==> config.mk <==
export PLATFORM = sky130hd
export DESIGN_NAME = instr_fetch_unit
export DESIGN_NICKNAME = d
export VERILOG_FILES = /design/src/rtl/instr_fetch_unit.sv
export SDC_FILE = /design/constraint.sdc
export NUM_CORES = 1
export LEC_CHECK = 0
export ABC_AREA = 1
export ABC_CLOCK_PERIOD_IN_PS = 8900
export CORE_UTILIZATION = 49
export CTS_CLUSTER_SIZE = 24
export DETAILED_ROUTE_END_ITERATION = 16
export PLACE_DENSITY = 0.82
export SLEW_MARGIN = 10
export SYNTH_ARGS = -nofsm -noshare
export SYNTH_HDL_FRONTEND = slang
export SYNTH_SLANG_ARGS = --single-unit
==> constraint.sdc <==
create_clock -name clk -period 8.9 [get_ports clk]
set_clock_uncertainty 0.2 [all_clocks]
set_input_delay 1.78 -clock clk [delete_from_list [all_inputs] [get_ports clk]]
set_output_delay 1.78 -clock clk [all_outputs]
set_load 0.03 [all_outputs]
==> src/rtl/instr_fetch_unit.sv <==
// Instruction fetch unit: one outstanding fetch, hold-until-accept issue, and jump/branch next-PC update.
// Optional fetch watchdog is compiled in when FETCH_TIMEOUT_EN is defined.
module instr_fetch_unit #(
    parameter logic [31:0] RESET_PC       = 32'h0000_0000,
    parameter int unsigned TIMEOUT_CYCLES = 16
) (
    input  logic        clk,
    input  logic        reset,
    output logic        imem_req,
    output logic [31:0] imem_addr,
    input  logic [31:0] imem_rdata,
    input  logic        imem_valid,
    output logic [31:0] instruction,
    output logic        instr_valid,
    input  logic        instr_ready,
    input  logic        jump,
    input  logic        branch,
    input  logic        alu_zero,
    output logic [31:0] pc,
    output logic        fault
);
    localparam logic [29:0] RESET_PC_WORD = RESET_PC[31:2];
    localparam logic [31:0] IDLE_WORD     = 32'hFC00_0000;

    typedef enum logic [2:0] {
        IDLE   = 3'd0,
        FETCH  = 3'd1,
        ISSUE  = 3'd2,
        UPDATE = 3'd3,
        FAULT  = 3'd4
    } state_t;

    state_t      state_q, state_d;
    logic [29:0] pc_word_q, pc_word_d;
    logic [31:0] instr_word_q, instr_word_d;
    logic [31:0] instruction_q, instruction_d;
    logic        imem_req_q, imem_req_d;
    logic        instr_valid_q, instr_valid_d;
    logic        jump_q, jump_d;
    logic        branch_q, branch_d;
    logic        zero_q, zero_d;
    logic        timeout_hit;

    // The PC is held as a word address so the two low bits can never be nonzero
    // and all +4 / offset arithmetic wraps modulo 2^32 for free.
    logic [29:0] pc_word_plus1;
    logic [29:0] branch_word_off;
    logic [29:0] next_pc_word;

    always_comb begin
        pc_word_plus1   = pc_word_q + 30'd1;
        branch_word_off = {{14{instr_word_q[15]}}, instr_word_q[15:0]};
        if (jump_q) begin
            next_pc_word = {pc_word_plus1[29:26], instr_word_q[25:0]};
        end else if (branch_q && zero_q) begin
            next_pc_word = pc_word_plus1 + branch_word_off;
        end else begin
            next_pc_word = pc_word_plus1;
        end
    end

    always_comb begin
        state_d      = state_q;
        pc_word_d    = pc_word_q;
        instr_word_d = instr_word_q;
        jump_d       = jump_q;
        branch_d     = branch_q;
        zero_d       = zero_q;

        case (state_q)
            IDLE: begin
                state_d = FETCH;
            end
            FETCH: begin
                // A word arriving on the limit cycle wins over the timeout.
                if (imem_valid) begin
                    instr_word_d = imem_rdata;
                    state_d      = ISSUE;
                end else if (timeout_hit) begin
                    state_d = FAULT;
                end
            end
            ISSUE: begin
                if (instr_ready) begin
                    jump_d   = jump;
                    branch_d = branch;
                    zero_d   = alu_zero;
                    state_d  = UPDATE;
                end
            end
            UPDATE: begin
                pc_word_d = next_pc_word;
                state_d   = FETCH;
            end
            FAULT: begin
                state_d = FAULT;
            end
            default: begin
                state_d = IDLE;
            end
        endcase

        imem_req_d    = (state_d == FETCH);
        instr_valid_d = (state_d == ISSUE);
        instruction_d = (state_d == ISSUE) ? instr_word_d : IDLE_WORD;
    end

    always_ff @(posedge clk or posedge reset) begin
        if (reset) begin
            state_q       <= IDLE;
            pc_word_q     <= RESET_PC_WORD;
            instr_word_q  <= IDLE_WORD;
            instruction_q <= IDLE_WORD;
            imem_req_q    <= 1'b0;
            instr_valid_q <= 1'b0;
            jump_q        <= 1'b0;
            branch_q      <= 1'b0;
            zero_q        <= 1'b0;
        end else begin
            state_q       <= state_d;
            pc_word_q     <= pc_word_d;
            instr_word_q  <= instr_word_d;
            instruction_q <= instruction_d;
            imem_req_q    <= imem_req_d;
            instr_valid_q <= instr_valid_d;
            jump_q        <= jump_d;
            branch_q      <= branch_d;
            zero_q        <= zero_d;
        end
    end

`ifdef FETCH_TIMEOUT_EN
    localparam logic [7:0] TIMEOUT_LAST = 8'(TIMEOUT_CYCLES - 1);

    logic [7:0] tmo_cnt_q, tmo_cnt_d;
    logic       fault_q, fault_d;

    // The counter sits at zero outside FETCH, so every FETCH entry starts a fresh count.
    always_comb begin
        tmo_cnt_d   = tmo_cnt_q;
        timeout_hit = 1'b0;
        if (state_q != FETCH) begin
            tmo_cnt_d = 8'd0;
        end else if (!imem_valid) begin
            if (tmo_cnt_q == TIMEOUT_LAST) begin
                timeout_hit = 1'b1;
            end else begin
                tmo_cnt_d = tmo_cnt_q + 8'd1;
            end
        end
        fault_d = (state_d == FAULT);
    end

    always_ff @(posedge clk or posedge reset) begin
        if (reset) begin
            tmo_cnt_q <= 8'd0;
            fault_q   <= 1'b0;
        end else begin
            tmo_cnt_q <= tmo_cnt_d;
            fault_q   <= fault_d;
        end
    end

    assign fault = fault_q;
`else
    // Without the watchdog FETCH waits forever; fault is constant 0 for any legal TIMEOUT_CYCLES.
    assign timeout_hit = 1'b0;
    assign fault       = (TIMEOUT_CYCLES == 0);
`endif

    assign imem_req    = imem_req_q;
    assign imem_addr   = {pc_word_q, 2'b00};
    assign pc          = {pc_word_q, 2'b00};
    assign instr_valid = instr_valid_q;
    assign instruction = instruction_q;

endmodule

# Word level (Yosys, flattened, before mapping)
# Index checks and enable logic that the tools add are counted.
[word_totals]
rom_bits = 0
ramBits = 0
latchBits = 0
reg_bits = 102
in_bits = 39
elab_cells = 29
memories = 0
output_inout_bits = 99
[op_classes]
mux = 8
add_sub_neg = 2
n_eq_ne = 6
n_mul = 0
div = 0
bitwise = 0
magnitude_cmp = 0
shifts = 0
n_reduce_logical = 4
[op_table]
columns = ["cell", "count"]
rows = [
  ["$mux W32", 3],
  ["$mux W30", 2],
  ["$add A30 B1 Y30 const B", 1],
  ["$add A30 B30 Y30", 1],
  ["$pmux W3 S4", 1],
  ["$eq A3 B2 Y1 const B", 3],
  ["$eq A3 B1 Y1 const B", 2],
  ["$mux W3", 2],
  ["$eq A3 B3 Y1 const B", 1],
  ["$logic_not A3 Y1", 1],
  ["$reduce_and A2 Y1", 1],
  ["$reduce_or A2 Y1", 1],
  ["$logic_and A1 B1 Y1", 1],
]

# Logic depth before layout (Yosys ltp)
# Gate-level depths: netlist of the first run.
[depth]
depth_word = 5
ltp_mapped = 24

# Worst setup path after synthesis of the first run
# OpenSTA, ideal clock, no wires.
[synth_timing]
path_kind = "register -> register"
start = "register pc_word_q[1]"
end = "register pc_word_q[29]"
setup_ns = 0.117
required_ns = 8.583
path_slack_ns = 5.842
arrival_ns = 2.741
path_stages_with_launch = 21
path_cell_list = "dfrtp_1 ha_1 inv_1 nor2_4 nand2_2 nor3_4 nand3_1 nand2_1 inv_1 ha_1 a21oi_1 and2_1 nand2_1 nand2_1 nand2_1 a21oi_1 nand2_1 nand3_1 nand2_1 nand2_1 nand2_1"
[synth_between]
elab_chain_cells = 4
[synth_rtl]
columns = ["element", "line_no", "rtl"]
rows = [
  ["start: declaration", "34", "logic [29:0] pc_word_q, pc_word_d;"],
  ["start signal: assignment", "121", "pc_word_q <= pc_word_d;"],
  ["$add A30 B1 Y30 *", "51", "pc_word_plus1 = pc_word_q + 30'd1;"],
  ["$add A30 B30 Y30", "56", "next_pc_word = pc_word_plus1 + branch_word_off;"],
  ["$mux W30", "55", "end else if (branch_q && zero_q) begin"],
  ["$mux W30 *", "53", "if (jump_q) begin"],
]
# Mark *: on every way between the ends. The rest lies on a longest branch, timed or not.
# A chain may end at the register's enable or synchronous reset.

# Worst setup path in the final report of the first run
[layout_timing]
start = "input port imem_valid"
end = "register instruction_q[26], in the netlist instruction[26]"
[layout_between]
elab_chain_cells = 4
[layout_rtl]
columns = ["element", "line_no", "rtl"]
rows = [
  ["start: declaration", "12", "input logic imem_valid,"],
  ["$mux W3", "76", "if (imem_valid) begin"],
  ["$pmux W3 S4", "70", "case (state_q)"],
  ["named net state_d[1]", "33", "state_t state_q, state_d;"],
  ["$eq A3 B2 Y1", "105", "instruction_d = (state_d == ISSUE) ? instr_word_d : IDLE_WORD;"],
  ["$mux W32", "105", ""],
  ["named net instruction_d[26]", "36", "logic [31:0] instruction_q, instruction_d;"],
  ["end signal: assignment", "123", "instruction_q <= instruction_d;"],
  ["end: declaration", "36", ""],
]
# The timed path passes the listed nets, and every way through them passes these cells.

==> flow_summary_export.csv, run 1 <==
group,metric,value,unit
status,status,"finished clean",
timing,fin_setup_tns,0,ns
synthesis,synth-seq-cells,102,
placed_design,gp_congestion,0.960,
global_route,busiest_layer,"met2",
synthesis,synthArstFlopShare,100,%
die,die_y,127,um
synthesis,yosys_warnings,0,
timing,final-hold-violation-count,0,
drt,drt_iter0_drc,638,
global_route,antenna_found_initial,0,
cells_and_area,antennaDiodeCount,0,
timing,max-slew-margin-rel,27.9,%
worst_setup_path,crit_path_end_kind,"flip-flop",
cells_and_area,drive_gt1_share,6.26,%
global_route,grt_remaining_overflow,0,
placed_design,port_buffers,132,
die,ios,138,
cts,numCtsBuffers,9,
cells_and_area,final.fill_count,1398,
cts,path_clk_slew,0.07,ns
synthesis,avgSynthCellArea,6.69,sq um
die,core_area,15300,sq um
drt,route.detailed.drc,0,
synthesis,synth.cells.most_frequent,"357 x nand2_1, 181 x inv_1, 99 x nor2_1",
worst_setup_path,cp_slowest_cell,"buf_4",
synthesis,synth_ff_type,"dfrtp_1",
global_route,grt_use_met3,4.44,%
timing,rsz0062_at_grt,"false",
drt,drt_first_pass_iters,5,
worst_setup_path,crit_arrival,3.86,ns
synthesis,yosysMostFrequentCell,"nand2_1",
drt,num_vias,7451,
die,die_area,16200,sq um
worst_setup_path,cp_max_fo,59,
job,cap_violations,0,
cts,post_cts_resized,0,
global_route,grt_pass1_wl,35.2,mm
placed_design,placed_area,8940,sq um
worst_setup_path,path_class,"in2reg",
die,rows,45,
cts,clkSinkCount,102,
cts,h-tree-depth,3,
timing,min_period,3.76,ns
timing,post-route-period-util,42.3,%
cts,cts_tree,"built",
synthesis,synth_top_area_share,29.3,%
cts,insertion_delay,0.36,ns
timing,final-max-slew-violation-count,0,
worst_setup_path,crit_required,9.00,ns
worst_setup_path,cp_top_family,"buffers and inverters",
drt,drtAntennaViolNets,0,
global_route,grt_pass1_vias,7065,
synthesis,synth_cell_type_count,43,
cells_and_area,syn2layout_area_growth,20.4,%
cts,cts_buffer_depth,2,
synthesis,yosysTopAreaCell,"dfrtp_1",
global_route,grt_max_degree,80,
cts,postCtsSetupBuffers,0,
cells_and_area,nets,1318,
placed_design,dp_hpwl,16.4,mm
synthesis,synth_area_leaders,"dfrtp_1 29%, nand2_1 17%, inv_1 8.8%",
worst_setup_path,crit_path_max_incr_delay,0.48,ns
drt,finalWirelength,21.5,mm
die,die_w,127,um
worst_setup_path,crit_chain,"clkdlybuf4s50_1, nand4_1, buf_4, nand2_1, nand2_1, buf_4, or2_2",
die,initial_core_util,50.3,%
global_route,use_met1,37.7,%
global_route,grt_use_met2,45.6,%
cts,postCtsHoldBufs,0,
worst_setup_path,crit_buf_inv,3,
synthesis,synth_area,7680,sq um
drt,via_per_inst,5.11,
cells_and_area,final_area,9250,sq um
synthesis,seq_area_frac_synth,33.4,%
drt,wl_per_cell,14.7,um
timing,max_freq,0.266,GHz
worst_setup_path,cp-start-kind,"input pin",
hold_path,min_path_type,"reg2reg",
cts,cts-root-buf,"clkbuf_16",
timing,setup_violations,0,
synthesis,synthCells,1149,
synthesis,synth_edf_count,0,
timing,worst_slew_pin_slew,1.08,ns
global_route,grt_usage,28.0,%
==> state kept, by name, indices dropped and copies added (netlist names) <==
| signal | cells |
|---|---|
| state_q | 3 |
| jump_q | 1 |
| instr_word_q | 32 |
| instruction | 32 |
| zero_q | 1 |
| pc_word_q | 30 |
| branch_q | 1 |
| instr_valid | 1 |
| imem_req | 1 |
==> placed cells by master (no fill, tap or decap), types with 5 or more instances in the layout <==
cell type / n
nand2_1: 357
inv_1: 180
clkdlybuf4s50_1: 132
nor2_1: 99
dfrtp_1: 90
nand3_1: 77
a21oi_1: 63
o21ai_0: 52
ha_1: 37
xor2_1: 15
nand4_1: 12
dfstp_2: 12
clkbuf_16: 9
nand3b_1: 8
nor3_1: 8
or2_2: 8
nand2_2: 7
buf_4: 7
nor2_2: 6
mux2_2: 6
o21bai_1: 5
conb_1: 5
==> path summary, 6_finish.rpt <==
kind                              startpoint          endpoint  slack [ns]  cells after the start
worst max register to register  pc_word_q[7]     pc_word_q[12]        5.37                     15
worst min-delay path              state_q[1]        state_q[2]        0.24                      1
worst max-delay path              imem_valid   instruction[26]        5.14                      7
min in group asynchronous              reset  instr_word_q[25]        1.53                      2
max in group asynchronous              reset      pc_word_q[6]        5.67                      3
worst min register to register    state_q[1]        state_q[2]        0.24                      1
==> area by class of cell <==
cell class	count	area, sq um	share of cell area, %
clock buffers	10	239	2.58
clock inverters	6	75.1	0.811
inverters	184	693	7.49
multi-input cells	805	4040	43.7
flip-flops and latches	102	2570	27.8
well taps	211	264	2.85
repair buffers	139	1370	14.8
==> layer usage <==
layer	vias up	wire length (um)
li1	3721	-
met1	3379	9320
met2	299	9800
met3	52	1660
met4	0	694
met5	-	0
==> through the flow <==
step | worst slack (ns) | util (%) | instances | hold WS, ns
3_3_place_gp | 4.83 | 58.6 | 1441 | 0.220
3_5_place_dp | 4.76 | 58.6 | 1441 | 0.247
6_report | 5.14 | 60.6 | 1457 | 0.245
2_1_floorplan | 4.26 | - | 1153 | 0.208
4_1_cts | 5.12 | 60.6 | 1457 | 0.250
5_1_grt | 4.92 | 60.6 | 1457 | 0.265
==> kinds of logic after synthesis <==
family,share of synthesized area [%]
AO/OA/AOI/OAI,9.22
XOR/XNOR,2.26
adder cells (fa/ha/maj),6.29
buffers and inverters,14.2
flip-flops,33.4
multiplexers,0.879
other,0.0488
AND/OR/NAND/NOR,33.7
==> worst register-to-register path: stages (launching register included) <==
cell,delay [ns]
dfrtp_1,0.51
nand2_1,0.15
nor2_2,0.17
nand3_1,0.13
nor2_1,0.34
xor2_1,0.36
ha_1,0.32
nand2_1,0.07
nand2_1,0.07
o21bai_1,0.17
nand3b_1,0.27
or2_2,0.33
nand3_1,0.07
nand3_1,0.10
nand2_1,0.11
nand2_1,0.05
Power of run 1 is left out: the tool's default activity adds up to more than one toggle a clock period on the data nets, which glitch-free logic cannot reach.
==> inputs of run 2 (changes only) <==
Settings changed: ABC_CLOCK_PERIOD_IN_PS 8900 to 3500.
Clock period 8.9 ns to 3.5 ns, I/O delays scaled along.
==> flow_summary_export.csv, run 2 (synthesized netlist as in run 1, its figures left out) <==
group,metric,value,unit
worst_setup_path,crit_required,3.55,ns
worst_setup_path,crit_top_cell,"nand2_1",
cts,clkSinkCount,102,
drt,drtAntennaViolNets,0,
placed_design,dp_hpwl,17.2,mm
drt,wl_per_cell,15.4,um
cts,h-tree-depth,3,
cells_and_area,drive_gt1_share,9.26,%
cts,cts_buffer_depth,2,
cells_and_area,final.fill_count,1381,
global_route,grt_max_degree,103,
drt,num_vias,7617,
cells_and_area,antennaDiodeCount,0,
placed_design,port_buffers,132,
cts,cts_tree,"built",
drt,drt_iter0_drc,768,
global_route,grt_remaining_overflow,0,
global_route,grt_usage,28.8,%
global_route,busiest_layer,"met2",
drt,drt_first_pass_iters,8,
worst_setup_path,cp_max_fo,7,
cells_and_area,final_common_cell,"nand2_1",
hold_path,min_path_type,"reg2reg",
timing,max-slew-margin-rel,27.7,%
die,die_y,127,um
timing,fin_hold_ws,0.231,ns
worst_setup_path,crit_arrival,3.34,ns
cells_and_area,syn2layout_area_growth,23.2,%
cts,cts-root-buf,"clkbuf_16",
cells_and_area,most-common-layout-cells,"357 x nand2_1, 180 x inv_1, 132 x clkdlybuf4s50_1",
placed_design,gp_congestion,0.968,
worst_setup_path,crit_path_end_kind,"flip-flop",
worst_setup_path,crit_path_max_incr_delay,0.43,ns
timing,min_period,3.29,ns
timing,final-max-slew-violation-count,0,
timing,setup_violations,0,
worst_setup_path,cp_slowest_cell,"dfrtp_2",
global_route,grt_pass1_wl,35.6,mm
cts,insertion_delay,0.37,ns
die,initial_core_util,50.3,%
global_route,use_met1,36.4,%
timing,post-route-period-util,94.0,%
die,rows,45,
global_route,grt_use_met3,7.91,%
worst_setup_path,cp-start-kind,"flip-flop",
cts,numCtsBuffers,9,
cells_and_area,final_area,9460,sq um
die,die_area,16200,sq um
timing,max_freq,0.304,GHz
drt,route.detailed.drc,0,
global_route,grt_pass1_vias,7120,
placed_design,placed_area,9070,sq um
drt,via_per_inst,5.16,
global_route,grt_use_met2,47.2,%
die,die_w,127,um
global_route,antenna_found_initial,0,
timing,worst_slew_pin_slew,1.08,ns
status,status,"finished clean",
job,cap_violations,0,
cells_and_area,nets,1336,
worst_setup_path,crit_chain,"ha_1, inv_1, nor2_4, and3_1, xor2_1, inv_1, ha_1, nand2_1, inv_1, nand2_1, nand2_1, a21oi_1, nand2_1, nand2_1, nand3b_1, nand3_1, nand3_1, nand2_1, nand2_1",
worst_setup_path,path_class,"reg2reg",
drt,finalWirelength,22.7,mm
die,ios,138,
cts,path_clk_slew,0.07,ns
timing,final-hold-violation-count,0,
cts,postCtsHoldBufs,0,
die,core_area,15300,sq um
==> run 2: cell count changes in the layout (fill, tap and decap cells not counted), moves of 5 or more <==
| cell | before | now |
|---|---|---|
| nor2_2 | 6 | 11 |
| dfrtp_2 | 0 | 10 |
| dfrtp_1 | 90 | 80 |
| nor2_1 | 99 | 93 |
| buf_4 | 7 | 23 |
==> run 2: metal layers <==
| metal | up-vias | routed length [um] | part of all wire [%] |
|---|---|---|---|
| met1 | 3496 | 9570 | 42 |
| met3 | 54 | 1910 | 8.4 |
| li1 | 3778 | - | - |
| met5 | - | 0 | 0 |
| met2 | 289 | 10600 | 47 |
| met4 | 0 | 613 | 2.7 |
==> run 2: path summary, 6_finish.rpt <==
| check | slack (ns) | start | cells after the start | endpoint |
|---|---|---|---|---|
| hold / removal | 0.23 | state_q[1] | 1 | state_q[2] |
| max in group asynchronous | 2.06 | reset | 3 | pc_word_q[0] |
| hold reg to reg | 0.23 | state_q[1] | 1 | state_q[2] |
| setup reg to reg | 0.21 | pc_word_q[1] | 19 | pc_word_q[21] |
| min in group asynchronous | 0.65 | reset | 3 | instruction[1] |
| setup / recovery | 0.21 | pc_word_q[1] | 19 | pc_word_q[21] |
==> run 2: area by class of cell <==
type	instances	area [sq um]	area share, %
Inverter	184	694	7.34
Tap cell	211	264	2.79
Timing Repair Buffer	157	1530	16.2
Clock buffer	10	239	2.53
Multi-Input combinational cell	805	4100	43.3
Sequential cell	102	2580	27.3
Clock inverter	6	55.1	0.582
==> run 2: what timing repair did <==
| action | CTS | global route |
|---|---|---|
| setup endpoints to repair | 0 | 18 |
| hold endpoints to repair | 0 | 0 |
| setup buffers | 0 | 4 |
| resized for setup | 0 | 25 |
==> run 2: worst max-delay path: cells and delay by family (launching register included) <==
kind	cells	cell delay, ns
buf+inv	3	0.21
compound gates	1	0.12
fa+ha+maj	2	0.57
simple gates	12	1.48
flops	1	0.43
xor+xnor	1	0.16
==> run 2: metrics by stage <==
step / util (%) / setup TNS (ns) / setup WS (ns) / std cells
finish: 62.0 / 0 / 0.209 / 1475
global route: 62.0 / -0.0802 / -0.0284 / 1475
CTS: 61.4 / 0 / 0.112 / 1471
detailed placement: 59.4 / 0 / 0.133 / 1455
global placement: 59.4 / 0 / 0.193 / 1455
floorplan: - / 0 / 0.442 / 1153
Power of run 2 is left out for the same reason.
==> inputs of run 3 (changes only) <==
Settings changed: GPL_TIMING_DRIVEN set to 0.
==> flow_summary_export.csv, run 3 (synthesized netlist as in run 1, its figures left out) <==
group,metric,value,unit
timing,min_period,3.30,ns
drt,drt_iter0_drc,628,
cts,path_clk_slew,0.07,ns
timing,final-max-slew-violation-count,0,
die,rows,45,
cells_and_area,post-route-util,64.1,%
status,status,"finished clean",
cells_and_area,drive_gt1_share,12.3,%
job,cap_violations,0,
global_route,antenna_found_initial,0,
timing,setup_violations,0,
die,core_area,15300,sq um
cells_and_area,antennaDiodeCount,0,
cells_and_area,most-common-layout-cells,"355 x nand2_1, 180 x inv_1, 132 x clkdlybuf4s50_1",
global_route,grt_pass1_vias,7283,
placed_design,port_buffers,132,
worst_setup_path,crit_path_end_kind,"flip-flop",
drt,drt_first_pass_iters,5,
timing,worst_slew_pin_slew,0.780,ns
worst_setup_path,crit_arrival,3.35,ns
worst_setup_path,cp_top_family,"simple AND/OR/NAND/NOR gates",
die,die_y,127,um
timing,final-hold-violation-count,0,
cts,cts-root-buf,"clkbuf_16",
timing,rsz0062_at_grt,"false",
timing,fin_setup_tns,0,ns
global_route,use_met1,41.6,%
cells_and_area,syn2layout_area_growth,27.3,%
drt,num_vias,7891,
die,die_w,127,um
worst_setup_path,cp-start-kind,"flip-flop",
die,initial_core_util,50.3,%
global_route,grt_use_met3,5.61,%
worst_setup_path,cp_slowest_cell,"dfrtp_1",
cells_and_area,nets,1384,
cts,postCtsHoldBufs,0,
worst_setup_path,crit_chain,"nand2_1, inv_1, nand3_1, nor2_2, xor2_2, ha_1, nand2_1, nand2_1, o21bai_1, nand3b_1, or2_2, nand3_1, nand3_1, nand2_1, nand2_1",
drt,finalWirelength,24.1,mm
cts,h-tree-depth,3,
hold_path,min_path_type,"reg2reg",
cells_and_area,final_common_cell,"nand2_1",
cts,numCtsBuffers,9,
timing,post-route-period-util,94.1,%
worst_setup_path,crit_path_max_incr_delay,0.47,ns
timing,max_freq,0.303,GHz
global_route,grt_use_met2,48.7,%
placed_design,placedCellCount,1498,
worst_setup_path,crit_top_cell,"nand2_1",
drt,drtAntennaViolNets,0,
global_route,grt_pass1_wl,37.7,mm
drt,route.detailed.drc,0,
worst_setup_path,crit_required,3.56,ns
drt,wl_per_cell,15.9,um
cells_and_area,final_cells,1523,
drt,via_per_inst,5.18,
worst_setup_path,cp_max_fo,6,
timing,max-slew-margin-rel,48.0,%
die,die_area,16200,sq um
global_route,busiest_layer,"met2",
global_route,grt_max_degree,37,
worst_setup_path,crit_buf_inv,1,
cts,clkSinkCount,102,
cts,cts_buffer_depth,2,
placed_design,gp_congestion,0.968,
worst_setup_path,path_class,"reg2reg",
cts,cts_tree,"built",
global_route,grt_remaining_overflow,0,
cts,insertion_delay,0.36,ns
die,ios,138,
global_route,grt_usage,30.4,%
placed_design,dp_hpwl,18.9,mm
-- run 3: cell count changes in the layout (fill, tap and decap cells not counted), moves of 3 or more --
cell      previous run  this run
dfrtp_1             80        76
dfrtp_2             10        14
clkbuf_1             0        15
buf_4               23        45
buf_2                0         8
buf_6                0         3
-- run 3: cell type report --
type	instances	area, sq um
multi-input combinational	805	4120
clock buffer	10	229
buffer	62	400
fill	1426	5480
timing repair buffer	143	1430
clock inverter	6	53.8
tap	211	264
sequential	102	2580
inverter	184	694
-- run 3: layer usage --
metal | wire length, um | vias up
met5 | 0 | -
li1 | - | 3866
met1 | 10600 | 3628
met2 | 10900 | 336
met3 | 1930 | 61
met4 | 741 | 0
-- run 3: final timing paths --
kind / startpoint / to / slack (ns) / cells past startpoint
max: pc_word_q[3] / pc_word_q[12] / 0.20 / 15
min: state_q[1] / state_q[2] / 0.26 / 1
max reg2reg: pc_word_q[3] / pc_word_q[12] / 0.20 / 15
min reg2reg: state_q[1] / state_q[2] / 0.26 / 1
max in group asynchronous: reset / instr_word_q[30] / 1.82 / 3
min in group asynchronous: reset / instruction[2] / 0.62 / 2
-- run 3: repair_timing --
| item | in CTS | in global routing |
|---|---|---|
| buffers inserted | 0 | 9 |
| endpoints found under the setup margin | 0 | 19 |
| hold endpoints to repair | 0 | 0 |
| resized for setup | 0 | 37 |
-- run 3: worst reg2reg max path: stages (launching register included) --
cell	delay (ns)
dfrtp_1	0.47
nand2_1	0.14
inv_1	0.14
nand3_1	0.16
nor2_2	0.26
xor2_2	0.27
ha_1	0.29
nand2_1	0.07
nand2_1	0.06
o21bai_1	0.17
nand3b_1	0.30
or2_2	0.34
nand3_1	0.08
nand3_1	0.12
nand2_1	0.08
nand2_1	0.04
-- run 3: through the flow --
step / area (sq um) / worst slack (ns) / hold slack (ns)
after floorplan: 7700 / 0.442 / 0.208
after global routing: 9780 / 0.00132 / 0.263
after CTS: 9610 / 0.00316 / 0.247
after detailed placement: 9330 / 0.0387 / 0.229
after global placement: 9290 / 0.0522 / 0.214
final: 9780 / 0.205 / 0.257
Power of run 3 is left out for the same reason.
